===== config.mk =====
export PLATFORM = sky130hd
export DESIGN_NAME = e1_rx_crc4_check
export DESIGN_NICKNAME = d
export VERILOG_FILES = /design/src/rtl/e1_pkg.sv /design/src/rtl/e1_crc4.sv /design/src/rtl/e1_rx_crc4_check.sv
export SDC_FILE = /design/constraint.sdc
export NUM_CORES = 1
export LEC_CHECK = 0
export ABC_AREA = 1
export CAP_MARGIN = 10
export CORE_MARGIN = 2
export CORE_UTILIZATION = 56
export DETAILED_ROUTE_END_ITERATION = 16
export PLACE_DENSITY_LB_ADDON = 0.2
export SYNTH_ARGS = -nofsm -noshare
export SYNTH_HDL_FRONTEND = slang
export SYNTH_SLANG_ARGS = --single-unit

===== constraint.sdc =====
create_clock -name clk -period 1.8 [get_ports clk]
set_input_delay 0.18 -clock clk [delete_from_list [all_inputs] [get_ports clk]]
set_output_delay 0.18 -clock clk [all_outputs]
set_load 0.03 [all_outputs]

===== src/rtl/e1_pkg.sv =====
// Shared E1 CRC-4 multiframe constants, bit-position decode and CRC step.
package e1_pkg;

  localparam logic [3:0] CRC4_POLY       = 4'h3;   // x^4 + x + 1, x^4 term implicit
  localparam logic [3:0] CRC4_INIT       = 4'h0;
  localparam logic [4:0] TS0             = 5'd0;
  localparam logic [4:0] TS_LAST         = 5'd31;
  localparam logic [2:0] BIT_FIRST       = 3'd0;
  localparam logic [2:0] BIT_LAST        = 3'd7;
  localparam logic [2:0] SMF_FRAME_FIRST = 3'd0;
  localparam logic [2:0] SMF_FRAME_LAST  = 3'd7;
  localparam logic [2:0] CBIT_FRAME_LAST = 3'd6;   // frame carrying C4 within an SMF
  localparam logic [3:0] EBIT_FRAME_A    = 4'd13;
  localparam logic [3:0] EBIT_FRAME_B    = 4'd15;

  typedef struct packed {
    logic sof;
    logic eof;
    logic cpos;
    logic epos;
  } e1_pos_t;

  // C-bits sit in the even frames of each SMF (0/2/4/6 and 8/10/12/14).
  function automatic logic is_cbit_frame(input logic [2:0] f);
    return ~f[0];
  endfunction

  function automatic e1_pos_t decode_pos(input logic [3:0] frame,
                                         input logic [4:0] ts,
                                         input logic [2:0] bitpos);
    e1_pos_t p;
    logic    first_bit;
    first_bit = (ts == TS0) && (bitpos == BIT_FIRST);
    p         = '0;
    p.sof     = first_bit && (frame[2:0] == SMF_FRAME_FIRST);
    p.eof     = (frame[2:0] == SMF_FRAME_LAST) && (ts == TS_LAST) && (bitpos == BIT_LAST);
    p.cpos    = first_bit && is_cbit_frame(frame[2:0]);
    p.epos    = first_bit && ((frame == EBIT_FRAME_A) || (frame == EBIT_FRAME_B));
    return p;
  endfunction

  // One serial step of the direct-form CRC: remainder of M(x)*x^4 / G(x).
  function automatic logic [3:0] crc4_step(input logic [3:0] crc,
                                           input logic       din,
                                           input logic [3:0] poly);
    logic fb;
    fb = crc[3] ^ din;
    return {crc[2:0], 1'b0} ^ (fb ? poly : 4'h0);
  endfunction

endpackage


===== src/rtl/e1_crc4.sv =====
// Serial CRC-4 engine; restarts from INIT on the first bit of each SMF.
module e1_crc4
  import e1_pkg::*;
#(
  parameter logic [3:0] INIT = 4'h0,
  parameter logic [3:0] POLY = 4'h3
) (
  input  logic       clk,
  input  logic       rst_n,
  input  logic       i_bit,
  input  logic       i_first,
  input  logic       i_valid,
  output logic [3:0] o_crc
);

  logic [3:0] r_crc;
  logic [3:0] w_seed;

  assign w_seed = i_first ? INIT : r_crc;

  // Advance the remainder by one bit per valid cycle.
  always_ff @(posedge clk or negedge rst_n) begin
    if (!rst_n) begin
      r_crc <= '0;
    end else if (i_valid) begin
      r_crc <= crc4_step(w_seed, i_bit, POLY);
    end
  end

  assign o_crc = r_crc;

endmodule


===== src/rtl/e1_rx_crc4_check.sv =====
// Receive CRC-4 multiframe checker: feeds the CRC engine per SMF, captures
// C-bits/E-bits, checks each SMF against the next SMF's C-bits, and keeps
// error counter plus per-window CRC loss alarm.
module e1_rx_crc4_check
  import e1_pkg::*;
#(
  parameter int          ERR_CNT_W  = 16,
  parameter int unsigned WIN_LEN    = 1000,
  parameter int unsigned WIN_THRESH = 915
) (
  input  logic                 clk,
  input  logic                 rst_n,
  input  logic                 in_bit,
  input  logic                 in_valid,
  input  logic [3:0]           in_frame,
  input  logic [4:0]           in_ts,
  input  logic [2:0]           in_bitpos,
  input  logic                 in_mf_lock,
  output logic                 smf_ok,
  output logic                 smf_err,
  output logic [1:0]           ebit_tx,
  output logic                 rem_err,
  output logic [ERR_CNT_W-1:0] err_cnt,
  input  logic                 err_cnt_clr,
  output logic                 crc_alarm
);

  localparam int WIN_W = $clog2(WIN_LEN + 1);

  e1_pos_t              w_pos;
  logic                 w_q;
  logic                 w_sof;
  logic                 w_eof;
  logic                 w_cpos;
  logic                 w_epos;
  logic                 w_eng_bit;
  logic [3:0]           w_crc;
  logic [3:0]           w_c_next;
  logic                 w_chk;
  logic                 w_match;
  logic                 w_chk_done;
  logic [WIN_W-1:0]     w_win_cnt_nx;
  logic [WIN_W-1:0]     w_win_err_nx;

  logic                 r_smf_full;
  logic                 r_snap_pend;
  logic                 r_eof_half;
  logic [3:0]           r_crc_prev;
  logic                 r_prev_ok;
  logic                 r_prev_half;
  logic [3:0]           r_rx_c;
  logic                 r_smf_ok;
  logic                 r_smf_err;
  logic                 r_rem_err;
  logic [1:0]           r_ebit;
  logic [ERR_CNT_W-1:0] r_err_cnt;
  logic [WIN_W-1:0]     r_win_cnt;
  logic [WIN_W-1:0]     r_win_err;
  logic                 r_alarm;

  assign w_pos     = decode_pos(in_frame, in_ts, in_bitpos);
  assign w_q       = in_valid & in_mf_lock;
  assign w_sof     = w_q & w_pos.sof;
  assign w_eof     = w_q & w_pos.eof;
  assign w_cpos    = w_q & w_pos.cpos;
  assign w_epos    = w_q & w_pos.epos;
  assign w_eng_bit = in_bit & ~w_pos.cpos;

  // C4 is compared in the same edge it is captured, giving 1-cycle latency.
  assign w_c_next  = {r_rx_c[2:0], in_bit};
  assign w_chk     = w_cpos && (in_frame[2:0] == CBIT_FRAME_LAST) && r_prev_ok;
  assign w_match   = (w_c_next == r_crc_prev);

  e1_crc4 #(
    .INIT (CRC4_INIT),
    .POLY (CRC4_POLY)
  ) u_crc4 (
    .clk     (clk),
    .rst_n   (rst_n),
    .i_bit   (w_eng_bit),
    .i_first (w_sof),
    .i_valid (w_q),
    .o_crc   (w_crc)
  );

  // SMF tracking, snapshot of the finished SMF's CRC, C-bit capture and check.
  always_ff @(posedge clk or negedge rst_n) begin
    if (!rst_n) begin
      r_smf_full  <= 1'b0;
      r_snap_pend <= 1'b0;
      r_eof_half  <= 1'b0;
      r_crc_prev  <= '0;
      r_prev_ok   <= 1'b0;
      r_prev_half <= 1'b0;
      r_rx_c      <= '0;
      r_smf_ok    <= 1'b0;
      r_smf_err   <= 1'b0;
      r_rem_err   <= 1'b0;
      r_ebit      <= 2'b11;
    end else begin
      r_smf_ok  <= 1'b0;
      r_smf_err <= 1'b0;
      r_rem_err <= w_epos & ~in_bit;
      if (!in_mf_lock) begin
        r_smf_full  <= 1'b0;
        r_snap_pend <= 1'b0;
        r_prev_ok   <= 1'b0;
        r_rx_c      <= '0;
        r_ebit      <= 2'b11;
      end else begin
        if (w_sof) begin
          r_smf_full <= 1'b1;
        end
        // Engine already holds the eof bit here; a coinciding sof only
        // affects the engine at this same edge, so the old value is safe.
        if (r_snap_pend) begin
          r_crc_prev  <= w_crc;
          r_prev_ok   <= 1'b1;
          r_prev_half <= r_eof_half;
          r_snap_pend <= 1'b0;
        end
        // An SMF entered mid-way after lock is never snapshotted.
        if (w_eof) begin
          r_snap_pend <= r_smf_full;
          r_eof_half  <= in_frame[3];
        end
        if (w_cpos) begin
          r_rx_c <= w_c_next;
        end
        if (w_chk) begin
          r_smf_ok             <= w_match;
          r_smf_err            <= ~w_match;
          r_ebit[r_prev_half]  <= w_match;
        end
      end
    end
  end

  // Saturating error counter; clear beats a coincident increment.
  always_ff @(posedge clk or negedge rst_n) begin
    if (!rst_n) begin
      r_err_cnt <= '0;
    end else if (err_cnt_clr) begin
      r_err_cnt <= '0;
    end else if (r_smf_err && (r_err_cnt != '1)) begin
      r_err_cnt <= r_err_cnt + ERR_CNT_W'(1);
    end
  end

  assign w_chk_done   = r_smf_ok | r_smf_err;
  assign w_win_cnt_nx = r_win_cnt + WIN_W'(1);
  assign w_win_err_nx = r_win_err + WIN_W'(r_smf_err);

  // Window monitor: alarm re-evaluated only when a window of checks closes.
  always_ff @(posedge clk or negedge rst_n) begin
    if (!rst_n) begin
      r_win_cnt <= '0;
      r_win_err <= '0;
      r_alarm   <= 1'b0;
    end else if (!in_mf_lock) begin
      r_win_cnt <= '0;
      r_win_err <= '0;
    end else if (w_chk_done) begin
      if (w_win_cnt_nx == WIN_W'(WIN_LEN)) begin
        r_alarm   <= (w_win_err_nx >= WIN_W'(WIN_THRESH));
        r_win_cnt <= '0;
        r_win_err <= '0;
      end else begin
        r_win_cnt <= w_win_cnt_nx;
        r_win_err <= w_win_err_nx;
      end
    end
  end

  assign smf_ok    = r_smf_ok;
  assign smf_err   = r_smf_err;
  assign rem_err   = r_rem_err;
  assign ebit_tx   = r_ebit;
  assign err_cnt   = r_err_cnt;
  assign crc_alarm = r_alarm;

endmodule


==> results of run 1 <==
[synth_stat cells (all sizes together)]
library cell,instances,area [µm²]
o22ai,14,93.8
xor2,8,70.1
o21ai,24,120
o21bai,1,7.51
buf,3,23.8
o31ai,7,52.6
dfrtp,56,1400
nor3b,3,22.5
nand3b,1,7.51
and3,1,6.26
nand3,38,205
ha,5,62.6
clkbuf,3,11.3
dfstp,2,52.6
xnor2,6,52.6
nor2,56,228
clkinv,1,3.75
nand2,141,532
nand4,6,37.5
mux2,1,11.3
inv,52,195
nor3,7,40.0
a21oi,3,15.0
[repair_timing]
| item | in CTS | in global routing |
|---|---|---|
| hold endpoints to repair | 19 | 0 |
| cloned | 0 | 2 |
| setup buffers | 0 | 1 |
| hold buffers | 1 | 0 |
| gates resized for setup | 2 | 20 |
| setup endpoints to repair | 11 | 31 |
[layer usage]
metal	GRT usage (%)	wire length, µm	vias up
met5	0	0	-
met4	10.5	115	0
met3	4.94	347	12
met2	43.7	3970	80
met1	32.1	3420	1474
li1	-	-	1544
[power breakdown]
part / leakage [nW] / switching [mW] / internal, mW
clock: 0.0965 / 0.508 / 0.609
combinational: 0.969 / 0.106 / 0.0725
sequential: 0.790 / 0.0147 / 1.33
[flip-flops by register name, summed over array words and instances, names as in the netlist, 2 cells and up]
name,count
err_cnt,16
r_win_cnt,10
r_win_err,10
r_crc_prev,4
u_crc4.o_crc,4
r_rx_c,3
ebit_tx,2
[through the flow]
stage	setup TNS [ps]	cell area [µm²]
final	0	4130
after global placement	0	3840
after detailed placement	0	3840
after CTS	0	4040
after global routing	-72.7	4130
after floorplan	0	3250
[how the worst max path moves through the flow]
| stage | startpoint | to | cells after the start |
|---|---|---|---|
| 6_report | r_win_cnt[0]$_DFFE_PN0P_ | r_win_err[5]$_DFFE_PN0P_ | 11 |
| 5_1_grt | err_cnt[0]$_DFFE_PN0P_ | err_cnt[4]$_DFFE_PN0P_ | 9 |
| 4_1_cts | r_win_cnt[1]$_DFFE_PN0P_ | r_win_cnt[1]$_DFFE_PN0P_ | 11 |
| 3_5_place_dp | r_win_cnt[1]$_DFFE_PN0P_ | r_win_err[0]$_DFFE_PN0P_ | 11 |
| 3_3_place_gp | err_cnt[0]$_DFFE_PN0P_ | err_cnt[15]$_DFFE_PN0P_ | 8 |
| 2_1_floorplan | err_cnt[0]$_DFFE_PN0P_ | err_cnt[0]$_DFFE_PN0P_ | 8 |
[cells by family after synthesis]
logic type	after synthesis
and+or+nand+nor	253
buffers and inverters	59
DFF	58
AOI/OAI and AO/OA	49
xor gates and xnor gates	14
adders and majority gates	5
muxes	1
[layout make-up]
| type | instances | area (µm²) |
|---|---|---|
| clock buffers | 14 | 173 |
| clock inverters | 2 | 10.0 |
| fillers | 435 | 1450 |
| inverters | 53 | 203 |
| multi-input cells | 322 | 1620 |
| flip-flops and latches | 58 | 1460 |
| well taps | 72 | 90.1 |
| repair buffers | 60 | 566 |
| repair inverters | 1 | 7.51 |
[critical path, stage by stage, from the launching register on]
cell	delay (ps)
sky130_fd_sc_hd__dfrtp_1	430
sky130_fd_sc_hd__ha_4	190
sky130_fd_sc_hd__nand2_4	60
sky130_fd_sc_hd__nor2_4	110
sky130_fd_sc_hd__nand2_1	70
sky130_fd_sc_hd__nand2_2	70
sky130_fd_sc_hd__nand2_1	70
sky130_fd_sc_hd__nor2_2	110
sky130_fd_sc_hd__nand3_2	110
sky130_fd_sc_hd__nor2_4	180
sky130_fd_sc_hd__buf_4	180
sky130_fd_sc_hd__o22ai_1	70
==> impl_metrics.sql, run 1 <==
INSERT INTO impl_metrics (metric_group, metric, value, unit) VALUES
('critical_path', 'worst_r2r_endpoint', 'r_win_err[5]$_DFFE_PN0P_', ''),
('outcome', 'outcome', 'completed', ''),
('layout', 'nets', '528', ''),
('timing', 'clock.fmax', '570', 'MHz'),
('layout', 'drive_above_1_share', '12.0', '%'),
('global_route', 'first_global_vias', '2952', ''),
('global_route', 'globalRoute.totalOverflow', '0', ''),
('floorplan', 'num_rows', '27', ''),
('timing', 'timing_hold_violations_final', '0', ''),
('cts', 'cts.htree.levels', '3', ''),
('route', 'finalWirelength', '7.85', 'mm'),
('layout', 'mostFrequentLayoutCell', 'sky130_fd_sc_hd__nand2_1', ''),
('critical_path', 'timing.critical_path.fanout_max', '5', ''),
('yosys', 'yosys_register_bits', '58', ''),
('yosys', 'synth_fp_nets', '462', ''),
('timing', 'slew_headroom', '63.1', '%'),
('cts', 'clock_latency_on_the_worst_skew_pair', '340', 'ps'),
('floorplan', 'initial_core_util', '58.3', '%'),
('critical_path', 'setup.worst_path.end_class', 'register', ''),
('power', 'worst_ir_drop_vdd', '0.440', 'mV'),
('place', 'preCtsSetupSlack', '0.546', 'ps'),
('flow_run', 'max-cap-violations', '0', ''),
('cts', 'maximum_root_to_sink_buffer_count', '2', ''),
('cts', 'cts.root.buffer_cell', 'sky130_fd_sc_hd__clkbuf_8', ''),
('global_route', 'grt.total_usage', '25.7', '%'),
('timing', 'final_period_minus_worst_setup_slack', '1750', 'ps'),
('floorplan', 'floorplan.die.width', '80.2', 'µm'),
('route', 'vias_per_cell', '5.34', ''),
('power', 'leakagePower', '1.86', 'nW'),
('place', 'portBuffers', '39', ''),
('yosys', 'postSynthAreaPerCell', '7.41', 'µm²'),
('route', 'ant_nets', '0', ''),
('route', 'post_drt_wl_per_cell', '13.5', 'µm'),
('timing', 'final_setup_fails', '0', ''),
('yosys', 'fraction_of_the_mapped_netlist_area_in_compound_gates', '8.89', '%'),
('critical_path', 'crit-reg2reg-launch', 'r_win_cnt[0]$_DFFE_PN0P_', ''),
('timing', 'transition_time_at_the_pin_with_the_least_slew_margin', '553', 'ps'),
('yosys', 'synth_warnings', '0', ''),
('yosys', 'count_of_unique_library_cells_instantiated_by_yosys', '31', ''),
('layout', 'num_antenna_cells', '0', ''),
('critical_path', 'r2r_slack', '50', 'ps'),
('global_route', 'global_route_wire_length_before_repair', '12.9', 'mm'),
('layout', 'finish.utilization', '74.1', '%'),
('cts', 'cts.sink_count', '58', ''),
('critical_path', 'reg2regPathDepth', '11', ''),
('yosys', 'synth_area', '0.00325', 'mm²'),
('timing', 'finalHoldWorstSlack', '364', 'ps'),
('min_path', 'hold_class', 'primary input to async pin', ''),
('critical_path', 'critical_path.startpoint_type', 'register', ''),
('yosys', 'synth_top_family_by_area', 'simple AND/OR/NAND/NOR gates', ''),
('yosys', 'synth-xor-area-share', '3.77', '%'),
('route', 'routed-via-count', '3110', ''),
('floorplan', 'fp.dieArea', '0.00643', 'mm²'),
('floorplan', 'core_area', '0.00557', 'mm²'),
('layout', 'final-instance-count-excl-fill', '582', ''),
('timing', 'setup_slack', '46.2', 'ps'),
('cts', 'cts_inserted_buffers', '9', ''),
('place', 'placedCellCount', '562', ''),
('route', 'dr.pass1.iters', '5', ''),
('cts', 'clk_transition_reported_paths', '60', 'ps'),
('timing', 'timing_max_transition_violations_final', '0', ''),
('global_route', 'grt_max_degree', '28', ''),
('power', 'pwr_density_cell', '638', 'mW/mm²'),
('yosys', 'gate_count_of_the_mapped_netlist', '439', ''),
('yosys', 'synth_mux_area_share', '0.346', '%'),
('timing', 'grt_setup_unrepaired', 'true', ''),
('yosys', 'seq_area_frac_synth', '44.7', '%'),
('place', 'place.gp.congestion', '0.932', ''),
('floorplan', 'ios', '40', ''),
('power', 'finalPower', '2.64', 'mW'),
('global_route', 'initial_antenna_violation_count', '0', ''),
('floorplan', 'die_height', '80.2', 'µm'),
('layout', 'mostFrequentLayoutCells', 'sky130_fd_sc_hd__nand2_1, sky130_fd_sc_hd__dfrtp_1, sky130_fd_sc_hd__inv_1', ''),
('timing', 'period_share', '97.4', '%'),
('layout', 'flow.area_growth_from_synthesis', '27.0', '%'),
('place', 'post-dp-hpwl', '5.71', 'mm'),
('timing', 'timing.clock.skew', '4.50', 'ps'),
('route', 'drc_viols', '0', ''),
('yosys', 'yosys.area_share.adder', '1.92', '%'),
('yosys', 'synth_simple_gate_area_share', '33.2', '%'),
('critical_path', 'worst-endpoint-arrival', '1970', 'ps'),
('route', 'first_iter_violations', '134', ''),
('critical_path', 'worstPathRequired', '2020', 'ps'),
('cts', 'cts_tree', 'done', ''),
('critical_path', 'timing_worst_setup_path_type', 'register to register', '');
Power figures use the tool's default switching activity.
==> inputs of run 2 (changes only) <==
--- a/config.mk
+++ b/config.mk
@@ -7,8 +7,10 @@
 export LEC_CHECK = 0
 export ABC_AREA = 1
 export CAP_MARGIN = 10
+export CELL_PAD_IN_SITES_DETAIL_PLACEMENT = 1
+export CELL_PAD_IN_SITES_GLOBAL_PLACEMENT = 1
 export CORE_MARGIN = 2
-export CORE_UTILIZATION = 56
+export CORE_UTILIZATION = 41
 export DETAILED_ROUTE_END_ITERATION = 16
 export PLACE_DENSITY_LB_ADDON = 0.2
 export SYNTH_ARGS = -nofsm -noshare
==> impl_metrics.sql, run 2 (same netlist as run 1, synthesis figures left out) <==
INSERT INTO impl_metrics (metric_group, metric, value, unit) VALUES
('cts', 'cts.root.buffer_cell', 'sky130_fd_sc_hd__clkbuf_8', ''),
('global_route', 'globalRoute.totalOverflow', '0', ''),
('timing', 'grt_setup_unrepaired', 'true', ''),
('timing', 'slew_headroom', '68.7', '%'),
('critical_path', 'crit-reg2reg-launch', 'r_win_cnt[0]$_DFFE_PN0P_', ''),
('critical_path', 'worst-path-buf-inv', '1', ''),
('global_route', 'initial_antenna_violation_count', '0', ''),
('critical_path', 'setup.worst_path.end_class', 'output port', ''),
('floorplan', 'core_area', '0.00769', 'mm²'),
('layout', 'multi_input_comb_area', '0.00167', 'mm²'),
('place', 'placed_area', '0.00388', 'mm²'),
('layout', 'flow.area_growth_from_synthesis', '31.9', '%'),
('power', 'leakagePower', '1.88', 'nW'),
('critical_path', 'critical-path-top-delay-family', 'buffers and inverters', ''),
('global_route', 'grt_max_degree', '36', ''),
('timing', 'final_period_minus_worst_setup_slack', '1740', 'ps'),
('min_path', 'hold_class', 'primary input to async pin', ''),
('global_route', 'grt.total_usage', '23.3', '%'),
('cts', 'cts_inserted_buffers', '9', ''),
('layout', 'fillers', '974', ''),
('layout', 'mostFrequentLayoutCell', 'sky130_fd_sc_hd__nand2_1', ''),
('layout', 'finalInstanceArea', '0.00429', 'mm²'),
('floorplan', 'floorplan.die.width', '93.1', 'µm'),
('floorplan', 'initial_core_util', '42.3', '%'),
('critical_path', 'timing.critical_path.slowest_stage_cell', 'sky130_fd_sc_hd__clkdlybuf4s50_1', ''),
('critical_path', 'timing_worst_setup_path_type', 'register to output port', ''),
('layout', 'num_antenna_cells', '0', ''),
('flow_run', 'max-cap-violations', '0', ''),
('global_route', 'first_global_vias', '3400', ''),
('timing', 'clock.fmax', '573', 'MHz'),
('critical_path', 'worstPathCellList', 'clkdlybuf4s50_1', ''),
('cts', 'cts_tree', 'done', ''),
('outcome', 'outcome', 'completed', ''),
('critical_path', 'reg2regPathDepth', '11', ''),
('place', 'post-dp-hpwl', '6.84', 'mm'),
('layout', 'largest_reg_flops', '16', ''),
('route', 'drc_viols', '0', ''),
('timing', 'timing_max_transition_violations_final', '0', ''),
('timing', 'timing_hold_violations_final', '0', ''),
('layout', 'drive_above_1_share', '15.4', '%'),
('cts', 'maximum_root_to_sink_buffer_count', '2', ''),
('timing', 'period_share', '96.9', '%'),
('power', 'pwr_density_cell', '706', 'mW/mm²'),
('timing', 'final_setup_fails', '0', ''),
('floorplan', 'num_rows', '32', ''),
('route', 'first_iter_violations', '73', ''),
('critical_path', 'path_depth', '1', ''),
('floorplan', 'die_height', '93.1', 'µm'),
('route', 'vias_per_cell', '5.17', ''),
('critical_path', 'critical_path.max_stage_delay', '670', 'ps'),
('power', 'worst_ir_drop_vdd', '0.376', 'mV'),
('place', 'place.gp.congestion', '0.828', ''),
('critical_path', 'timing.critical_path.from', 'ebit_tx[1]$_DFFE_PN1P_', ''),
('critical_path', 'critical_path.startpoint_type', 'register', ''),
('critical_path', 'worstPathRequired', '1620', 'ps'),
('cts', 'cts.htree.levels', '3', ''),
('route', 'ant_nets', '0', ''),
('floorplan', 'ios', '40', ''),
('timing', 'setup-tns-final', '0', 'ps'),
('critical_path', 'timing.critical_path.fanout_max', '2', ''),
('layout', 'nets', '531', ''),
('route', 'routed-via-count', '3177', ''),
('timing', 'transition_time_at_the_pin_with_the_least_slew_margin', '470', 'ps'),
('floorplan', 'fp.dieArea', '0.00866', 'mm²'),
('place', 'portBuffers', '39', ''),
('cts', 'clk_transition_reported_paths', '70', 'ps'),
('route', 'dr.pass1.iters', '4', ''),
('cts', 'cts.sink_count', '58', ''),
('global_route', 'global_route_wire_length_before_repair', '15.8', 'mm'),
('critical_path', 'worst-endpoint-arrival', '1560', 'ps'),
('layout', 'mostFrequentLayoutCells', 'sky130_fd_sc_hd__nand2_1, sky130_fd_sc_hd__dfrtp_1, sky130_fd_sc_hd__inv_1', ''),
('cts', 'clock_latency_on_the_worst_skew_pair', '350', 'ps'),
('timing', 'timing.clock.skew', '8.16', 'ps'),
('route', 'finalWirelength', '9.39', 'mm'),
('layout', 'sequential_cell_area', '0.00146', 'mm²'),
('route', 'post_drt_wl_per_cell', '15.3', 'µm');
run 2: layout make-up:
type                       count  share of cell area [%]
inverter                      53                    4.73
tap                          102                    2.98
sequential                    58                    34.0
clock buffer                  13                    4.17
clock inverter                 3                    1.60
timing repair inverter         1                   0.175
timing repair buffer          63                    13.5
multi-input combinational    322                    38.9
run 2: routing by layer:
layer | track usage (%) | vias up | routed length (µm)
met3 | 4.75 | 8 | 260
met5 | 0 | - | 0
met4 | 6.99 | 0 | 104
met2 | 40.7 | 42 | 4780
li1 | - | 1546 | -
met1 | 29.1 | 1581 | 4250
run 2: power by group:
group	internal [mW]	switching, mW
Combinational	0.0697	0.105
Sequential	1.32	0.0130
Clock	0.934	0.583
Total	2.33	0.700
run 2: what timing repair did:
item                                    in CTS  in global routing
endpoints found under the hold margin       56                  0
hold buffers                                 1                  0
resized for setup                            0                 36
setup buffers                                0                  3
endpoints found under the setup margin       0                 32
run 2: stage by stage:
| step | power [mW] | utilization [%] | cells | hold WS (ps) | worst slack [ps] |
|---|---|---|---|---|---|
| 6_report | 3.03 | 55.8 | 615 | 349 | 56.0 |
| 3_3_place_gp | 1.53 | 50.5 | 594 | 197 | 74.3 |
| 4_1_cts | 3.05 | 53.9 | 611 | 349 | 3.75 |
| 2_1_floorplan | 1.43 | - | 439 | -116 | 88.8 |
| 5_1_grt | 3.12 | 55.8 | 615 | 380 | -54.8 |
| 3_5_place_dp | 1.54 | 50.5 | 594 | 200 | 13.5 |
run 2: final timing paths:
kind,endpoint,slack [ps]
worst max-delay path,ebit_tx[1],60
worst max register to register,r_win_cnt[0]$_DFFE_PN0P_,60
worst min-delay path,r_win_cnt[6]$_DFFE_PN0P_,350
worst min register to register,crc_alarm$_DFFE_PN0P_,500
min in group clk,r_eof_half$_DFFE_PN0P_,430
max in group asynchronous,r_win_cnt[1]$_DFFE_PN0P_,1030
==> inputs of run 3 (changes only) <==
--- a/config.mk
+++ b/config.mk
@@ -13,6 +13,8 @@
 export CORE_UTILIZATION = 41
 export DETAILED_ROUTE_END_ITERATION = 16
 export PLACE_DENSITY_LB_ADDON = 0.2
+export SETUP_SLACK_MARGIN = 0.2
+export SKIP_CTS_REPAIR_TIMING = 1
 export SYNTH_ARGS = -nofsm -noshare
 export SYNTH_HDL_FRONTEND = slang
 export SYNTH_SLANG_ARGS = --single-unit
==> constraint.sdc (replaced) <==
create_clock -name clk -period 1.9 [get_ports clk]
set_input_delay 0.19 -clock clk [delete_from_list [all_inputs] [get_ports clk]]
set_output_delay 0.19 -clock clk [all_outputs]
set_load 0.03 [all_outputs]
==> impl_metrics.sql, run 3 (same netlist as run 1, synthesis figures left out) <==
INSERT INTO impl_metrics (metric_group, metric, value, unit) VALUES
('floorplan', 'die_height', '93.1', 'µm'),
('layout', 'finish.utilization', '57.9', '%'),
('global_route', 'first_global_vias', '3454', ''),
('layout', 'mostFrequentLayoutCells', 'sky130_fd_sc_hd__nand2_1, sky130_fd_sc_hd__inv_1, sky130_fd_sc_hd__dfrtp_1', ''),
('critical_path', 'worst_r2r_endpoint', 'crc_alarm$_DFFE_PN0P_', ''),
('route', 'routed-via-count', '3266', ''),
('critical_path', 'timing.critical_path.slowest_stage_cell', 'sky130_fd_sc_hd__dfrtp_2', ''),
('critical_path', 'setup.worst_path.end_class', 'register', ''),
('flow_run', 'max-cap-violations', '0', ''),
('route', 'ant_nets', '0', ''),
('critical_path', 'worstPathRequired', '2170', 'ps'),
('critical_path', 'crit-reg2reg-launch', 'r_win_cnt[1]$_DFFE_PN0P_', ''),
('layout', 'flow.area_growth_from_synthesis', '36.9', '%'),
('timing', 'timing.clock.skew', '9.26', 'ps'),
('place', 'post-dp-hpwl', '7.02', 'mm'),
('power', 'leakagePower', '2.08', 'nW'),
('layout', 'mostFrequentLayoutCell', 'sky130_fd_sc_hd__nand2_1', ''),
('critical_path', 'r2r_slack', '160', 'ps'),
('cts', 'cts_tree', 'done', ''),
('timing', 'slew_headroom', '75.8', '%'),
('timing', 'timing_max_transition_violations_final', '0', ''),
('layout', 'largest_reg_flops', '16', ''),
('route', 'vias_per_cell', '5.25', ''),
('cts', 'cts_inserted_buffers', '9', ''),
('power', 'worst_ir_drop_vdd', '0.320', 'mV'),
('timing', 'timing_hold_violations_final', '0', ''),
('timing', 'setup-tns-final', '0', 'ps'),
('route', 'drc_viols', '0', ''),
('cts', 'cts.htree.levels', '3', ''),
('cts', 'clk_transition_reported_paths', '70', 'ps'),
('floorplan', 'core_area', '0.00769', 'mm²'),
('timing', 'final_period_minus_worst_setup_slack', '1740', 'ps'),
('place', 'portBuffers', '39', ''),
('floorplan', 'num_rows', '32', ''),
('timing', 'finalHoldWorstSlack', '294', 'ps'),
('critical_path', 'worst-endpoint-arrival', '2010', 'ps'),
('critical_path', 'critical_path.max_stage_delay', '420', 'ps'),
('floorplan', 'initial_core_util', '42.3', '%'),
('timing', 'clock.fmax', '576', 'MHz'),
('critical_path', 'timing.critical_path.from', 'r_win_cnt[1]$_DFFE_PN0P_', ''),
('floorplan', 'floorplan.die.width', '93.1', 'µm'),
('layout', 'fillers', '957', ''),
('cts', 'clock_latency_on_the_worst_skew_pair', '340', 'ps'),
('timing', 'final_setup_fails', '0', ''),
('layout', 'nets', '538', ''),
('global_route', 'global_route_wire_length_before_repair', '15.9', 'mm'),
('critical_path', 'timing_worst_setup_path_type', 'register to register', ''),
('power', 'pwr_density_cell', '584', 'mW/mm²'),
('place', 'place.gp.congestion', '0.863', ''),
('floorplan', 'fp.dieArea', '0.00866', 'mm²'),
('global_route', 'grt.total_usage', '23.2', '%'),
('critical_path', 'timing.critical_path.fanout_max', '6', ''),
('global_route', 'globalRoute.totalOverflow', '0', ''),
('layout', 'drive_above_1_share', '19.4', '%'),
('min_path', 'hold_class', 'primary input to async pin', ''),
('route', 'dr.pass1.iters', '4', ''),
('timing', 'transition_time_at_the_pin_with_the_least_slew_margin', '362', 'ps'),
('cts', 'cts.sink_count', '58', ''),
('route', 'first_iter_violations', '95', ''),
('layout', 'num_antenna_cells', '0', ''),
('critical_path', 'worstPathCellList', 'ha_4 > nand2_4 > nor2_4 > nand2_2 > nand2_2 > nand2_1 > nor2_1 > nand3_2 > nor2_4 > buf_6 > nand3_2 > nand2_1', ''),
('critical_path', 'critical_path.startpoint_type', 'register', ''),
('cts', 'maximum_root_to_sink_buffer_count', '2', ''),
('timing', 'grt_setup_unrepaired', 'true', ''),
('global_route', 'initial_antenna_violation_count', '0', ''),
('global_route', 'grt_max_degree', '36', ''),
('timing', 'period_share', '91.4', '%'),
('route', 'post_drt_wl_per_cell', '16.1', 'µm'),
('outcome', 'outcome', 'completed', ''),
('floorplan', 'ios', '40', ''),
('critical_path', 'reg2regPathDepth', '12', ''),
('cts', 'cts.root.buffer_cell', 'sky130_fd_sc_hd__clkbuf_8', ''),
('route', 'finalWirelength', '10.0', 'mm');
run 3: worst max-delay path by stage:
stage                                   endpoint  cells after the start
after floorplan           err_cnt[0]$_DFFE_PN0P_                      8
after global placement    ebit_tx[1]$_DFFE_PN1P_                     10
after detailed placement  ebit_tx[1]$_DFFE_PN1P_                     10
after CTS                 err_cnt[6]$_DFFE_PN0P_                     10
after global routing       crc_alarm$_DFFE_PN0P_                     12
final                      crc_alarm$_DFFE_PN0P_                     12
run 3: metal layers:
metal  routed length, µm  track usage [%]  vias up
met5                   0                0        -
met4                 243             7.97        0
met3                 248             3.14       22
met2                5260             42.1       59
met1                4280             28.2     1621
li1                    -                -     1564
run 3: cell type report:
type	instances	area, µm²	share of cell area, %
multi-input combinational	322	1780	39.9
sequential	58	1460	32.8
timing repair buffer	70	679	15.3
inverter	53	205	4.61
clock buffer	11	141	3.18
tap	102	128	2.87
clock inverter	5	53.8	1.21
timing repair inverter	1	7.51	0.169
run 3: report_power, final:
part	total (mW)	switching [mW]	internal [mW]
clock network	1.15	0.513	0.637
logic	0.178	0.108	0.0706
registers	1.27	0.0146	1.26
total	2.60	0.635	1.96
run 3: critical path, delay by kind of cell (launching register included):
| family | cells | cell delay, ps |
|---|---|---|
| flip-flops | 1 | 420 |
| buffers and inverters | 1 | 150 |
| adder cells (fa/ha/maj) | 1 | 180 |
| AND/OR/NAND/NOR | 10 | 910 |
run 3: stage by stage:
step / setup slack [ps] / area, µm² / cells / total power [mW]
floorplan: 191 / 3260 / 439 / 1.35
detailed placement: 64.0 / 3870 / 591 / 1.47
finish: 163 / 4450 / 622 / 2.60
global route: 51.0 / 4450 / 622 / 2.71
global placement: 125 / 3870 / 591 / 1.46
CTS: 67.3 / 4070 / 607 / 2.62
